$ cat config.mk
export PLATFORM = sky130hd
export DESIGN_NAME = aes_round_tail
export DESIGN_NICKNAME = d
export VERILOG_FILES = /design/src/rtl/aes_round_tail.sv
export SDC_FILE = /design/constraint.sdc
export NUM_CORES = 1
export LEC_CHECK = 0
export CORE_MARGIN = 10
export CORE_UTILIZATION = 28
export CTS_BUF_LIST = sky130_fd_sc_hd__clkbuf_4 sky130_fd_sc_hd__clkbuf_8 sky130_fd_sc_hd__clkbuf_16
export DETAILED_ROUTE_END_ITERATION = 8
export GPL_ROUTABILITY_DRIVEN = 0
export HOLD_SLACK_MARGIN = 0.03
export PLACE_DENSITY = 0.51
export SLEW_MARGIN = 40
export SYNTH_ARGS = -nofsm -noshare
export SYNTH_HDL_FRONTEND = slang
export SYNTH_SLANG_ARGS = --single-unit
export TNS_END_PERCENT = 50
$ cat constraint.sdc
create_clock -name clk -period 26.7 [get_ports clk]
set_clock_uncertainty 0.05 [all_clocks]
set_input_delay 8.01 -clock clk [delete_from_list [all_inputs] [get_ports clk]]
set_output_delay 8.01 -clock clk [all_outputs]
set_load 0.05 [all_outputs]
$ cat src/rtl/aes_round_tail.sv
// -----------------------------------------------------------------------------
// aes_round_tail
//
// Back half of one AES encryption round: ShiftRows, then MixColumns (skipped
// on the final round), then AddRoundKey. The result is computed
// combinationally from the input beat and captured in a two-entry output
// buffer (main + skid). Because of the skid entry, in_ready can come straight
// from a flop with no combinational path from out_ready, and the block still
// streams one beat per cycle.
//
// Ports:
//   clk           rising-edge clock
//   rst           synchronous active-high reset
//   in_valid      upstream has a substituted-state beat
//   in_ready      block can accept a beat this cycle (registered)
//   in_state      128-bit state, byte i at [127-8i -: 8], row i%4, column i/4
//   in_round_key  128-bit round key, same byte order
//   in_final      final round: bypass MixColumns for this beat
//   out_valid     out_state holds a valid beat
//   out_ready     downstream accepts the beat
//   out_state     ShiftRows -> MixColumns (unless final) -> XOR round key
// -----------------------------------------------------------------------------
module aes_round_tail (
    input  logic         clk,
    input  logic         rst,
    input  logic         in_valid,
    output logic         in_ready,
    input  logic [127:0] in_state,
    input  logic [127:0] in_round_key,
    input  logic         in_final,
    output logic         out_valid,
    input  logic         out_ready,
    output logic [127:0] out_state
);

    // Buffer occupancy: EMPTY (0 beats), ONE (main), FULL (main + skid).
    typedef enum logic [1:0] {
        EMPTY = 2'd0,
        ONE   = 2'd1,
        FULL  = 2'd2
    } state_e;

    state_e       state_q, state_d;
    logic         out_valid_q, out_valid_d;
    logic         in_ready_q, in_ready_d;
    logic [127:0] main_q, main_d;
    logic [127:0] skid_q, skid_d;

    logic         in_xfer;
    logic         out_xfer;
    logic [127:0] beat;

    // GF(2^8) multiply by 2, reduced by the AES polynomial.
    function automatic logic [7:0] xtime(input logic [7:0] b);
        return {b[6:0], 1'b0} ^ (b[7] ? 8'h1b : 8'h00);
    endfunction

    function automatic logic [127:0] round_tail(input logic [127:0] st,
                                                input logic [127:0] key,
                                                input logic         fin);
        logic [7:0]   b  [16];
        logic [7:0]   sr [16];
        logic [7:0]   mc [16];
        logic [7:0]   a0, a1, a2, a3;
        logic [127:0] res;
        for (int i = 0; i < 16; i++) begin
            b[i] = st[127-8*i -: 8];
        end
        // Row r rotates left by r: out(r,c) = in(r,(c+r) mod 4).
        for (int c = 0; c < 4; c++) begin
            for (int r = 0; r < 4; r++) begin
                sr[4*c+r] = b[4*((c+r)%4)+r];
            end
        end
        // Column times [2 3 1 1; 1 2 3 1; 1 1 2 3; 3 1 1 2]; 3x = xtime(x)^x.
        for (int c = 0; c < 4; c++) begin
            a0 = sr[4*c];
            a1 = sr[4*c+1];
            a2 = sr[4*c+2];
            a3 = sr[4*c+3];
            mc[4*c]   = xtime(a0) ^ xtime(a1) ^ a1 ^ a2 ^ a3;
            mc[4*c+1] = a0 ^ xtime(a1) ^ xtime(a2) ^ a2 ^ a3;
            mc[4*c+2] = a0 ^ a1 ^ xtime(a2) ^ xtime(a3) ^ a3;
            mc[4*c+3] = xtime(a0) ^ a0 ^ a1 ^ a2 ^ xtime(a3);
        end
        for (int i = 0; i < 16; i++) begin
            res[127-8*i -: 8] = (fin ? sr[i] : mc[i]) ^ key[127-8*i -: 8];
        end
        return res;
    endfunction

    assign beat     = round_tail(in_state, in_round_key, in_final);
    assign in_xfer  = in_valid & in_ready_q;
    assign out_xfer = out_valid_q & out_ready;

    always_comb begin
        // NOTE: every signal written here gets a default first, so no path
        // leaves it unassigned and no latch is inferred.
        state_d = state_q;
        main_d  = main_q;
        skid_d  = skid_q;
        unique case (state_q)
            EMPTY: begin
                if (in_xfer) begin
                    main_d  = beat;
                    state_d = ONE;
                end
            end
            ONE: begin
                case ({in_xfer, out_xfer})
                    2'b10: begin
                        skid_d  = beat;
                        state_d = FULL;
                    end
                    2'b01:   state_d = EMPTY;
                    2'b11:   main_d  = beat;
                    default: ;
                endcase
            end
            FULL: begin
                // in_ready is low here, so only the drain side can move.
                if (out_xfer) begin
                    main_d  = skid_q;
                    state_d = ONE;
                end
            end
            default: state_d = EMPTY;
        endcase
    end

    // Handshake outputs are registered from the next state so they leave
    // flops directly.
    assign out_valid_d = (state_d != EMPTY);
    assign in_ready_d  = (state_d != FULL);

    always_ff @(posedge clk) begin
        // NOTE: sequential state uses non-blocking assignments so every flop
        // samples pre-edge values regardless of statement order.
        if (rst) begin
            state_q     <= EMPTY;
            out_valid_q <= 1'b0;
            in_ready_q  <= 1'b1;
        end else begin
            state_q     <= state_d;
            out_valid_q <= out_valid_d;
            in_ready_q  <= in_ready_d;
        end
    end

    // NOTE: the data registers are deliberately not reset; their contents
    // are qualified by out_valid/state, so a reset net here is pure cost.
    always_ff @(posedge clk) begin
        main_q <= main_d;
        skid_q <= skid_d;
    end

    assign in_ready  = in_ready_q;
    assign out_valid = out_valid_q;
    assign out_state = main_q;

endmodule

; ---- After elaboration in Yosys (flattened, before gate mapping)
; Index checks and enable logic that the tools add are counted.
[classes]
n_eq_ne = 9
muxes = 40
bitwise = 98
reduce_logical = 5
[op_table]
columns = cell, n
row1 = 8-bit bitwise XOR, 80
row2 = 128-bit two-way mux, 3
row3 = 128-bit one-hot mux with 3 select lines, 1
row4 = 8-bit two-way mux, 16
row5 = 8-bit by 5-bit bitwise XOR with 8-bit output, 16
row6 = 5-bit two-way mux, 16
row7 = "2-bit equality test, second input constant", 3
row8 = "2-bit != test, second input constant", 3
row9 = 2-bit one-hot mux with 3 select lines, 1
row10 = "2-bit by 1-bit equality test with 1-bit output, second input constant", 2
row11 = 2-bit two-way mux, 2
row12 = 2-bit one-hot mux with 2 select lines, 1
row13 = 4-bit AND reduction, 1
row14 = 3-bit nonzero test, 1
row15 = 1-bit AND, 2
row16 = 2-bit logical NOT, 1
row17 = "2-bit by 1-bit != test with 1-bit output, second input constant", 1
row18 = 2-bit AND reduction, 1
row19 = 2-bit nonzero test, 1
[totals]
ff_bits = 260
input_bits = 261
out_inout_bits = 130
word_cells = 157

; ---- Logic depth before layout (Yosys ltp)
[logic_depth]
depth_word = 10
mapped_depth = 7
mapped_depth_nobuf = 4

; ---- Worst setup path before layout
; OpenSTA, ideal clock, no wires.
[synth_timing]
kind = input to register
start = in out_ready
end = reg skid_q[0] (enable)
setup_time_ps = 772
t_arrival_ps = 16917
required_time_ps = 25878
setup_slack_ps = 8961
path_stages = 3
n_path_buf = 0
cell_sequence = nand2_1 nand2_1 nor3_1
[synth_via]
elab_chain_len = 3
[synth_lines]
columns = item, line_no
row1 = start: declaration, 32  ; input logic out_ready,
row2 = 1-bit AND, 94  ; assign out_xfer = out_valid_q & out_ready;
row3 = 2-bit equality test, 110  ; case ({in_xfer, out_xfer})
row4 = 2-bit AND reduction (no source line), --
row5 = end signal: assignment, 154  ; skid_q <= skid_d;
row6 = end: declaration, 47  ; logic [127:0] skid_q, skid_d;
; No other way between the ends.
; A chain may end at the register's enable or synchronous reset.

; ---- Final worst setup path
[layout_timing]
start = in in_state[119]
end = reg main_q[19], in the netlist out_state[19], data pin
[layout_via]
elab_chain_len = 10
word_cells_on_any_way = 11
classes_between = 5 x mux / 6 x bitwise
[layout_lines]
columns = item, line_no
row1 = start: declaration, 28  ; input logic [127:0] in_state,
row2 = 5-bit two-way mux (*), 55  ; return {b[6:0], 1'b0} ^ (b[7] ? 8'h1b : 8'h00);
row3 = 8-bit by 5-bit bitwise XOR with 8-bit output (*), 55
row4 = 8-bit bitwise XOR (*) (4 in a row), 82  ; mc[4*c+1] = a0 ^ xtime(a1) ^ xtime(a2) ^ a2 ^ a3;
row5 = 8-bit two-way mux (*), 87  ; res[127-8*i -: 8] = (fin ? sr[i] : mc[i]) ^ key[127-8*i -: 8];
row6 = 8-bit bitwise XOR (*), 87
row7 = "128-bit two-way mux, on equally long branches", "110, 104"
row8 = 128-bit one-hot mux with 3 select lines (*), 102  ; unique case (state_q)
row9 = net main_d[19], 46  ; logic [127:0] main_q, main_d;
row10 = end signal: assignment, 153  ; main_q <= main_d;
row11 = end: declaration, 46
; Mark *: on every way through the listed nets, which the timed path passes. The rest lies on a longest branch. The select of a mux whose other input is x is not followed.

==> impl_metrics.py <==
metrics = {
    "timing": {
        "rsz0062_at_grt": "false",
        "min_period_ns": 10.03,
        "final_max_slew_viol_count": 0,
        "hold_viol": 0,
        "fmax_ghz": 0.09970,
        "worst_slack_ns": 16.67,
        "finalSetupViolations": 0,
        "relSlewSlack_pct": 44.32,
        "holdWs_ns": 0.4783,
        "worstMarginPinSlew_ns": 0.8351,
        "fin_setup_tns_ns": 0,
        "fin_crit_sh_pct": 37.57,
    },
    "floorplanning": {
        "ios": 391,
        "die_area_um2": 83290,
        "initial_utilization_pct": 28.26,
        "die_y_um": 288.6,
        "core-area_um2": 71490,
        "rows": 98,
        "die_x_um": 288.6,
    },
    "grt": {
        "grt_overflow": 0,
        "grt_pass1_wl_um": 97520,
        "antenna_found_initial": 3,
        "grt_max_degree": 176,
        "globalRouteTotalUtil_pct": 15.52,
        "grt_pass1_vias": 14260,
    },
    "synth": {
        "synthCells": 1629,
        "ys_ff_latch": 260,
        "synthDistinctLibCells": 34,
        "synth_top_cell_by_area": "edfxtp_1",
        "syn-num-nets": 1890,
        "synth-async-reset-ratio_pct": 0,
        "synthTopCellsByArea": "edfxtp_1, xnor3_1, xnor2_1",
        "synth_top_area_share_pct": 38.06,
        "synth_flop_cell": "edfxtp_1",
        "syn_area_per_cell_um2": 12.40,
        "synth_area_um2": 20200,
        "synth_warnings": 0,
        "ys_seq_area_share_pct": 38.45,
        "synth_edf_count": 256,
    },
    "routing": {
        "drc": 0,
        "route.vias.total": 13530,
        "wl_per_cell_um": 23.14,
        "first_pass_iters": 5,
        "via_per_inst": 4.696,
        "wl_um": 66630,
        "initialDrtViolationCount": 762,
        "drtAntennaViolNets": 0,
    },
    "setup_path": {
        "slowest_stage": "clkdlybuf4s50_1",
        "required_ns": 26.95,
        "path_max_fanout": 9,
        "critPathArrivalTime_ns": 10.28,
        "worst_path_largest_cell_delay_ns": 0.82,
        "path_cells": "clkdlybuf4s50_1 -> xor3_2 -> xnor3_2 -> xnor2_1 -> a221o_1",
        "end_kind": "register",
        "crit_type": "primary input to register",
        "start_kind": "primary input",
    },
    "place": {
        "dp_hpwl_um": 47560,
        "io_buffer_count": 390,
        "place_inst": 2813,
        "place_area_um2": 24790,
        "pre_cts_ws_ns": 16.08,
    },
    "pwr": {
        "ir_drop_v": 0.00003726,
        "p_seq_share_pct": 32.1,
        "comb_power_share_pct": 39.1,
        "leakagePower_nw": 10.35,
        "clkPwrFrac_pct": 28.8,
        "switching_share_pct": 33.66,
        "p_per_area_nw_per_um2": 65.51,
        "power_switching_uw": 573.5,
        "totalPowerFinal_mw": 1.704,
        "p_int_mw": 1.130,
    },
    "cts": {
        "root_buffer": "clkbuf_16",
        "clock_sinks": 260,
        "clk_pin_slew_worst_paths_ns": 0.06,
        "cts_tree": "done",
        "clk_path_buf_depth": 3,
        "htreeDepth": 2,
        "clk_latency_ns": 0.54,
        "post_cts_buffers": 0,
        "cts.repair.resized": 0,
        "cts_hold_buf": 0,
        "numCtsBuffers": 37,
    },
    "layout": {
        "fin_cells": 2880,
        "final_nets": 2164,
        "fin_area_um2": 26000,
        "final_common_cell": "clkdlybuf4s50_1",
        "area_delta_synth_final_pct": 28.73,
        "final_cell_mix": "clkdlybuf4s50_1, xnor2_1, edfxtp_1",
        "finish.utilization_pct": 36.38,
        "drive_gt1_share_pct": 5.651,
        "fillers": 6893,
    },
    "worst_hold_path": {
        "hold_path_class": "register to register",
    },
    "status": {
        "run_status": "finished clean",
    },
    "job": {
        "maxCapViolCount": 0,
    },
}
[registers in the layout, summed over array words and instances, names as in the netlist]
signal	flops
out_state	128
out_valid	1
skid_q	128
in_ready	1
state_q	2
[final timing paths]
check,start,endpoint,slack [ns],cells past startpoint
worst min register to register,skid_q[83]$_DFFE_PP_,out_state[83]$_DFFE_PP_,0.48,2
worst max-delay path,in_state[119],out_state[19]$_DFFE_PP_,16.67,5
worst min-delay path,skid_q[83]$_DFFE_PP_,out_state[83]$_DFFE_PP_,0.48,2
worst max register to register,state_q[1]$_SDFF_PP0_,out_state[108]$_DFFE_PP_,23.72,4
[metal layers]
| layer | vias to the layer above | track usage (%) | wire length, um | part of all wire (%) |
|---|---|---|---|---|
| met1 | 6783 | 19.75 | 28820 | 43 |
| met2 | 349 | 26.68 | 32950 | 49 |
| met3 | 55 | 3.537 | 3881 | 5.8 |
| met5 | - | 0 | 13 | 0.020 |
| li1 | 6336 | - | - | - |
| met4 | 2 | 3.031 | 965 | 1.4 |
[power by group through the flow]
| stage | Clock [mW] | Combinational (mW) | Sequential (mW) |
|---|---|---|---|
| 2_1_floorplan | 0 | 0.359 | 0.666 |
| 5_1_grt | 0.525 | 0.715 | 0.551 |
| 3_3_place_gp | 0 | 0.662 | 0.556 |
| 3_5_place_dp | 0 | 0.673 | 0.556 |
| 4_1_cts | 0.510 | 0.676 | 0.548 |
| 6_report | 0.491 | 0.666 | 0.547 |
[cells by family after synthesis]
logic type             count (synthesis)  synth area share, %
multiplexers                          40                1.982
XOR/XNOR                             678                41.97
buffers and inverters                170                3.747
AO/OA/AOI/OAI                        253                8.579
flip-flops                           260                38.45
AND/OR/NAND/NOR                      228                5.271
[synthesized netlist by cell type, types with 3 or more instances]
| cell | count |
|---|---|
| a221o_1 | 56 |
| xnor2_4 | 3 |
| o21ai_1 | 22 |
| nor2_1 | 7 |
| edfxtp_1 | 256 |
| xor3_1 | 17 |
| nand2_1 | 137 |
| o21ai_0 | 96 |
| buf_1 | 6 |
| dfxtp_1 | 4 |
| xnor2_2 | 17 |
| clkbuf_2 | 7 |
| mux2i_1 | 40 |
| clkbuf_1 | 94 |
| xnor3_1 | 147 |
| buf_6 | 3 |
| xnor2_1 | 272 |
| o221ai_1 | 43 |
| buf_4 | 5 |
| buf_2 | 55 |
| and3_1 | 80 |
| a21oi_1 | 31 |
| xor2_1 | 216 |
[final cells by class]
cell class	instances	area (um2)	share of cell area (%)
diodes	1	2.502	0.009623
well taps	950	1189	4.571
clock inverters	13	90.09	0.3464
clock buffers	52	1099	4.225
flip-flops and latches	260	7767	29.87
multi-input cells	1199	11720	45.08
repair buffers	405	4134	15.90
[worst max-delay path: cells and delay by family]
kind            cells  cell delay [ns]
xor+xnor            3             1.12
buf+inv             1             0.82
compound gates      1             0.32
Power figures use the tool's default switching activity.
